[config.mk]
export PLATFORM = sky130hd
export DESIGN_NAME = tile_reveal_ctrl_flat
export DESIGN_NICKNAME = d
export VERILOG_FILES = /design/src/rtl/tile_reveal_ctrl_if.sv /design/src/rtl/tile_reveal_ctrl.sv /design/src/flat_wrapper.sv
export SDC_FILE = /design/constraint.sdc
export NUM_CORES = 1
export LEC_CHECK = 0
export BUFFER_PORTS_ARGS = -buffer_cell sky130_fd_sc_hd__buf_2
export CORE_ASPECT_RATIO = 0.5
export CORE_UTILIZATION = 60
export DETAILED_ROUTE_END_ITERATION = 8
export PLACE_DENSITY = 0.92
export SETUP_SLACK_MARGIN = 0.15
export SLEW_MARGIN = 20
export SYNTH_ARGS = -nofsm -noshare
export SYNTH_HDL_FRONTEND = slang
export SYNTH_SLANG_ARGS = --single-unit
[constraint.sdc]
create_clock -name clk -period 11.7 [get_ports clk]
set_clock_uncertainty 0.1 [all_clocks]
set_input_delay 1.17 -clock clk [delete_from_list [all_inputs] [get_ports clk]]
set_output_delay 1.17 -clock clk [all_outputs]
set_load 0.05 [all_outputs]
[src/rtl/tile_reveal_ctrl_if.sv]
// tile_reveal_ctrl_if: game-side signals between the board driver (master) and the reveal controller (slave)
interface tile_reveal_ctrl_if #(
    parameter int GRID = 4,
    parameter int IDXW = 4
);
    localparam int N = GRID * GRID;
    logic            placement_done;
    logic [N-1:0]    mine_map;
    logic            mv_up;
    logic            mv_dn;
    logic            mv_lt;
    logic            mv_rt;
    logic            reveal_req;
    logic [IDXW-1:0] cursor_idx;
    logic [N-1:0]    revealed;
    logic            cnt_wr;
    logic [IDXW-1:0] cnt_idx;
    logic [3:0]      cnt_val;
    logic            busy;
    logic            game_over;
    logic            game_won;

    modport master (
        output placement_done, mine_map, mv_up, mv_dn, mv_lt, mv_rt, reveal_req,
        input  cursor_idx, revealed, cnt_wr, cnt_idx, cnt_val, busy, game_over, game_won
    );
    modport slave (
        input  placement_done, mine_map, mv_up, mv_dn, mv_lt, mv_rt, reveal_req,
        output cursor_idx, revealed, cnt_wr, cnt_idx, cnt_val, busy, game_over, game_won
    );
endinterface

[src/rtl/tile_reveal_ctrl.sv]
// tile_reveal_ctrl: cursor/reveal FSM that counts the 8 neighbouring mines one per cycle
module tile_reveal_ctrl #(
    parameter int GRID = 4,
    parameter int IDXW = 4
) (
    input logic               clk,
    input logic               rst_n,
    tile_reveal_ctrl_if.slave bus
);
    localparam int N = GRID * GRID;
    typedef enum logic [2:0] {IDLE, PLAY, SCAN, REPORT, LOST, WON} state_t;
    state_t          state_q;
    logic [IDXW-1:0] row_q, col_q, srow_q, scol_q, cnt_idx_q;
    logic [2:0]      k_q;
    logic [3:0]      acc_q, cnt_val_q;
    logic [N-1:0]    revealed_q, new_bit;
    logic            cnt_wr_q, busy_q, over_q, won_q, hit, win;
    logic [IDXW-1:0] cur, sidx, nidx;
    int              dr, dc, nr, nc;

    assign cur     = IDXW'(int'(row_q) * GRID + int'(col_q));
    assign sidx    = IDXW'(int'(srow_q) * GRID + int'(scol_q));
    assign new_bit = {{(N-1){1'b0}}, 1'b1} << sidx;
    assign win     = $countones(revealed_q | new_bit) == N - $countones(bus.mine_map);

    // k walks NW,N,NE,W,E,SW,S,SE; off-board neighbours still cost their cycle
    always_comb begin
        dr   = (k_q < 3'd3) ? -1 : (k_q < 3'd5) ? 0 : 1;
        dc   = (k_q == 3'd0 || k_q == 3'd3 || k_q == 3'd5) ? -1 : (k_q == 3'd1 || k_q == 3'd6) ? 0 : 1;
        nr   = int'(srow_q) + dr;
        nc   = int'(scol_q) + dc;
        nidx = IDXW'(nr * GRID + nc);
        hit  = nr >= 0 && nr < GRID && nc >= 0 && nc < GRID && bus.mine_map[nidx];
    end

    always_ff @(posedge clk or negedge rst_n) begin
        if (!rst_n) begin
            state_q    <= IDLE;
            row_q      <= '0;
            col_q      <= '0;
            srow_q     <= '0;
            scol_q     <= '0;
            k_q        <= '0;
            acc_q      <= '0;
            revealed_q <= '0;
            cnt_wr_q   <= 1'b0;
            cnt_idx_q  <= '0;
            cnt_val_q  <= '0;
            busy_q     <= 1'b0;
            over_q     <= 1'b0;
            won_q      <= 1'b0;
        end else begin
            cnt_wr_q <= 1'b0;
            busy_q   <= state_q == SCAN || state_q == REPORT;
            over_q   <= state_q == LOST;
            won_q    <= state_q == WON;
            if (state_q != IDLE && !bus.placement_done) begin
                state_q    <= IDLE;
                row_q      <= '0;
                col_q      <= '0;
                revealed_q <= '0;
                busy_q     <= 1'b0;
                over_q     <= 1'b0;
                won_q      <= 1'b0;
            end else case (state_q)
                IDLE: state_q <= bus.placement_done ? PLAY : IDLE;
                PLAY: begin
                    row_q <= bus.mv_up ? (row_q != '0 ? row_q - 1'b1 : row_q)
                           : (bus.mv_dn && int'(row_q) < GRID - 1) ? row_q + 1'b1 : row_q;
                    col_q <= (bus.mv_up || bus.mv_dn) ? col_q
                           : bus.mv_lt ? (col_q != '0 ? col_q - 1'b1 : col_q)
                           : (bus.mv_rt && int'(col_q) < GRID - 1) ? col_q + 1'b1 : col_q;
                    if (bus.reveal_req && !revealed_q[cur]) begin
                        if (bus.mine_map[cur]) begin
                            revealed_q[cur] <= 1'b1;
                            state_q         <= LOST;
                        end else begin
                            srow_q  <= row_q;
                            scol_q  <= col_q;
                            acc_q   <= '0;
                            k_q     <= '0;
                            state_q <= SCAN;
                        end
                    end
                end
                SCAN: begin
                    acc_q   <= acc_q + {3'b000, hit};
                    k_q     <= k_q + 1'b1;
                    state_q <= (k_q == 3'd7) ? REPORT : SCAN;
                end
                REPORT: begin
                    cnt_wr_q   <= 1'b1;
                    cnt_idx_q  <= sidx;
                    cnt_val_q  <= acc_q;
                    revealed_q <= revealed_q | new_bit;
                    state_q    <= win ? WON : PLAY;
                end
                default: state_q <= state_q;
            endcase
        end
    end

    assign bus.cursor_idx = cur;
    assign bus.revealed   = revealed_q;
    assign bus.cnt_wr     = cnt_wr_q;
    assign bus.cnt_idx    = cnt_idx_q;
    assign bus.cnt_val    = cnt_val_q;
    assign bus.busy       = busy_q;
    assign bus.game_over  = over_q;
    assign bus.game_won   = won_q;
endmodule

[src/flat_wrapper.sv]
// flat-port wrapper written by rule: the top's interface ports become plain ports
module tile_reveal_ctrl_flat 
#(
    parameter int GRID = 4,
    parameter int IDXW = 4
)
  (clk, rst_n, bus_placement_done, bus_mine_map, bus_mv_up, bus_mv_dn, bus_mv_lt, bus_mv_rt, bus_reveal_req, bus_cursor_idx, bus_revealed, bus_cnt_wr, bus_cnt_idx, bus_cnt_val, bus_busy, bus_game_over, bus_game_won);
  tile_reveal_ctrl_if #(.GRID(GRID), .IDXW(IDXW)) bus_i ();
  input logic clk;
  input logic rst_n;
  input wire logic [$bits(bus_i.placement_done)-1:0] bus_placement_done;
  input wire logic [$bits(bus_i.mine_map)-1:0] bus_mine_map;
  input wire logic [$bits(bus_i.mv_up)-1:0] bus_mv_up;
  input wire logic [$bits(bus_i.mv_dn)-1:0] bus_mv_dn;
  input wire logic [$bits(bus_i.mv_lt)-1:0] bus_mv_lt;
  input wire logic [$bits(bus_i.mv_rt)-1:0] bus_mv_rt;
  input wire logic [$bits(bus_i.reveal_req)-1:0] bus_reveal_req;
  output wire logic [$bits(bus_i.cursor_idx)-1:0] bus_cursor_idx;
  output wire logic [$bits(bus_i.revealed)-1:0] bus_revealed;
  output wire logic [$bits(bus_i.cnt_wr)-1:0] bus_cnt_wr;
  output wire logic [$bits(bus_i.cnt_idx)-1:0] bus_cnt_idx;
  output wire logic [$bits(bus_i.cnt_val)-1:0] bus_cnt_val;
  output wire logic [$bits(bus_i.busy)-1:0] bus_busy;
  output wire logic [$bits(bus_i.game_over)-1:0] bus_game_over;
  output wire logic [$bits(bus_i.game_won)-1:0] bus_game_won;
  assign bus_i.placement_done = bus_placement_done;
  assign bus_i.mine_map = bus_mine_map;
  assign bus_i.mv_up = bus_mv_up;
  assign bus_i.mv_dn = bus_mv_dn;
  assign bus_i.mv_lt = bus_mv_lt;
  assign bus_i.mv_rt = bus_mv_rt;
  assign bus_i.reveal_req = bus_reveal_req;
  assign bus_cursor_idx = bus_i.cursor_idx;
  assign bus_revealed = bus_i.revealed;
  assign bus_cnt_wr = bus_i.cnt_wr;
  assign bus_cnt_idx = bus_i.cnt_idx;
  assign bus_cnt_val = bus_i.cnt_val;
  assign bus_busy = bus_i.busy;
  assign bus_game_over = bus_i.game_over;
  assign bus_game_won = bus_i.game_won;
  tile_reveal_ctrl #(.GRID(GRID), .IDXW(IDXW)) u_core (.clk(clk), .rst_n(rst_n), .bus(bus_i));
endmodule
==> metrics.cfg <==
[outcome]
status = complete, no violations

[grt]
grt_pass1_wl_um = 21740
grt_max_degree = 55
overflow = 0
track_usage = 0.3156
antenna_found_initial = 0
first_global_vias = 4526

[cts]
cts_made_buffers = 5
cts.htree.levels = 2
cts_root_buf = clkbuf_16
cts.clk_slew.worst_paths_ns = 0.08
cts_max_path_buffers = 2
cts_sinks = 54
clock_latency_ns = 0.30
cts_tree = yes
cts_setup_buffers = 0
ctsResizeCount = 0
hold_buffers = 0

[detailed_routing]
dr.pass1.iters = 7
vias_per_cell = 6.531
finalWirelength_um = 13450
dr_total_vias = 4487
ant_nets = 0
wl_per_cell_um = 19.58
drtIter0Drc = 623
drc = 0

[worst_setup_path]
cp_slowest_stage_delay_ns = 0.56
worstPathRequired_ns = 11.85
path_class = reg2reg
slowest_stage = fa_1
crit_fanout = 6
crit_path_start_kind = flop
worstSetupEndpointType = flop
worstPathArrival_ns = 5.76
cp_cell_sequence = ha_1 > xnor2_1 > nor2b_1 > a31o_2 > ha_1 > inv_1 > fa_1 > fa_1 > fa_1 > fa_1 > inv_1 > ha_1 > fa_1 > xnor2_1 > nand4_1 > nor4_1 > o311a_1
crit_path_frequent_cell = fa_1

[placement]
place_inst = 679
post-dp-hpwl_um = 9730
place_congestion = 0.9281
io_buffer_count = 55
postPlaceCellArea_um2 = 5542

[synth]
synthMuxAreaShare = 0.08765
yosys.area_share.adder = 0.2769
synth_cells = 530
ys_seq_area_frac = 0.2601
synth_top_area_frac = 0.2601
ys.flop_type = dfrtp_1
synth_async_sr_flop_share = 1.000
synth-seq-cells = 54
synth.area.top_cells = dfrtp_1, ha_1, fa_1
yosysUniqueCellTypes = 50
synth_edf_count = 0
yosysTopAreaCell = dfrtp_1
synth_simple_gate_area_frac = 0.1339
syn_nets = 654
synth_compound_area_frac = 0.1394
synth.avg_cell_area_um2 = 9.804
synth_top_family_by_area = adder cells
syn-cell-area_um2 = 5196
yosys.area_share.xor_xnor = 0.03804
ys_warn_count = 0

[layout]
final_util = 0.6964
fin_cells = 687
nNetsFinal = 698
mostFrequentLayoutCell = ha_1
postLayoutCellArea_um2 = 5712
final_cell_mix = ha_1, inv_1, buf_2
synthToLayoutAreaGrowth_pct = 9.921
drive_gt1_frac = 0.1687
diodes = 0

[timing]
finalCritPeriodShare = 0.4794
setup_tns_ns = 0
min_period_ns = 5.609
setup_viol = 0
fmaxAchievable_ghz = 0.1783
finalHoldViolations = 0
worst_slew_margin_rel = 0.3946
tightestPinTransition_ns = 0.9080
rsz0062_at_grt = false
maxSlewViolCount = 0

[floorplan]
ioPinCount = 56
coreArea_um2 = 8202
die-area_um2 = 9059
die_width_um = 133.6
die_h_um = 67.81
start_util = 0.6336
rows = 23

[hold_path]
hold_path_class = reg2reg

[flow_run]
drv_cap = 0

-- state kept, by name (all words and copies together), names as in the netlist --
register / count
u_core.srow_q: 4
u_core.bus.busy: 1
u_core.bus.game_won: 1
u_core.bus.cnt_idx: 4
u_core.col_q: 4
u_core.row_q: 4
u_core.bus.revealed: 16
u_core.scol_q: 4
u_core.bus.game_over: 1
u_core.bus.cnt_wr: 1
u_core.bus.cnt_val: 4
u_core.acc_q: 4
u_core.state_q: 3
u_core.k_q: 3
-- kinds of logic after synthesis --
logic type / count (synthesis)
buf+inv: 85
compound gates: 110
mux: 27
fa+ha+maj: 100
xor+xnor: 21
simple gates: 133
flops: 54
-- synth_stat cells (all sizes together), types with 2 or more instances --
cell type / n
dfrtp: 54
or3: 3
a31o: 4
nor4b: 2
nor4: 4
ha: 75
clkbuf: 14
o21ai: 29
nand3: 4
nor3: 12
nor2b: 11
buf: 7
xnor2: 8
a21oi: 23
a21o: 17
fa: 25
xor2: 12
nor2: 33
nand2: 31
a2bb2oi: 13
nor4bb: 2
mux2i: 5
mux4: 14
or2: 2
nand4: 16
a31oi: 6
inv: 64
a211o: 3
and2: 4
nor3b: 2
mux2: 8
a211oi: 5
a22oi: 4
-- worst max-delay path, delay by kind of cell, from the launching register on --
family / cells / cell delay [ns]
AND/OR/NAND/NOR: 3 / 0.77
flip-flops: 1 / 0.41
adder cells (fa/ha/maj): 8 / 3.14
XOR/XNOR: 2 / 0.62
AO/OA/AOI/OAI: 2 / 0.42
buffers and inverters: 2 / 0.10
-- through the flow --
step	worst slack, ns	hold WS [ns]
floorplan	6.669	0.3838
global placement	6.410	0.3537
detailed placement	6.214	0.3709
CTS	6.177	0.3875
global route	5.926	0.4081
finish	6.091	0.3764
-- path summary, 6_finish.rpt --
check                                       from  slack (ns)                     to  cells after the start
setup / recovery                u_core.scol_q[2]        6.09      u_core.state_q[2]                     17
hold / removal             u_core.bus.cnt_val[0]        0.38  u_core.bus.cnt_val[0]                      2
setup reg to reg                u_core.scol_q[2]        6.09      u_core.state_q[2]                     17
hold reg to reg            u_core.bus.cnt_val[0]        0.38  u_core.bus.cnt_val[0]                      2
max in group asynchronous                  rst_n       10.14  u_core.bus.cnt_idx[2]                      2
min in group asynchronous                  rst_n        0.88  u_core.bus.cnt_val[1]                      2
-- cell type report --
type | count | area (µm²)
Clock buffer | 5 | 125.1
Clock inverter | 3 | 45.04
Fill cell | 542 | 2490
Inverter | 64 | 240.2
Multi-Input combinational cell | 391 | 3512
Sequential cell | 54 | 1351
Tap cell | 112 | 140.1
Timing Repair Buffer | 58 | 297.8
-- per-layer routing --
| layer | vias to the layer above | track usage | part of all wire |
|---|---|---|---|
| met5 | - | 0 | 0 |
| met3 | 91 | 0.06982 | 0.089 |
| met2 | 277 | 0.5365 | 0.47 |
| li1 | 1971 | - | - |
| met4 | 0 | 0.1776 | 0.050 |
| met1 | 2148 | 0.3835 | 0.39 |
Power is left out: the tool's default activity adds up to more than one toggle a clock period on the data nets, which glitch-free logic cannot reach.
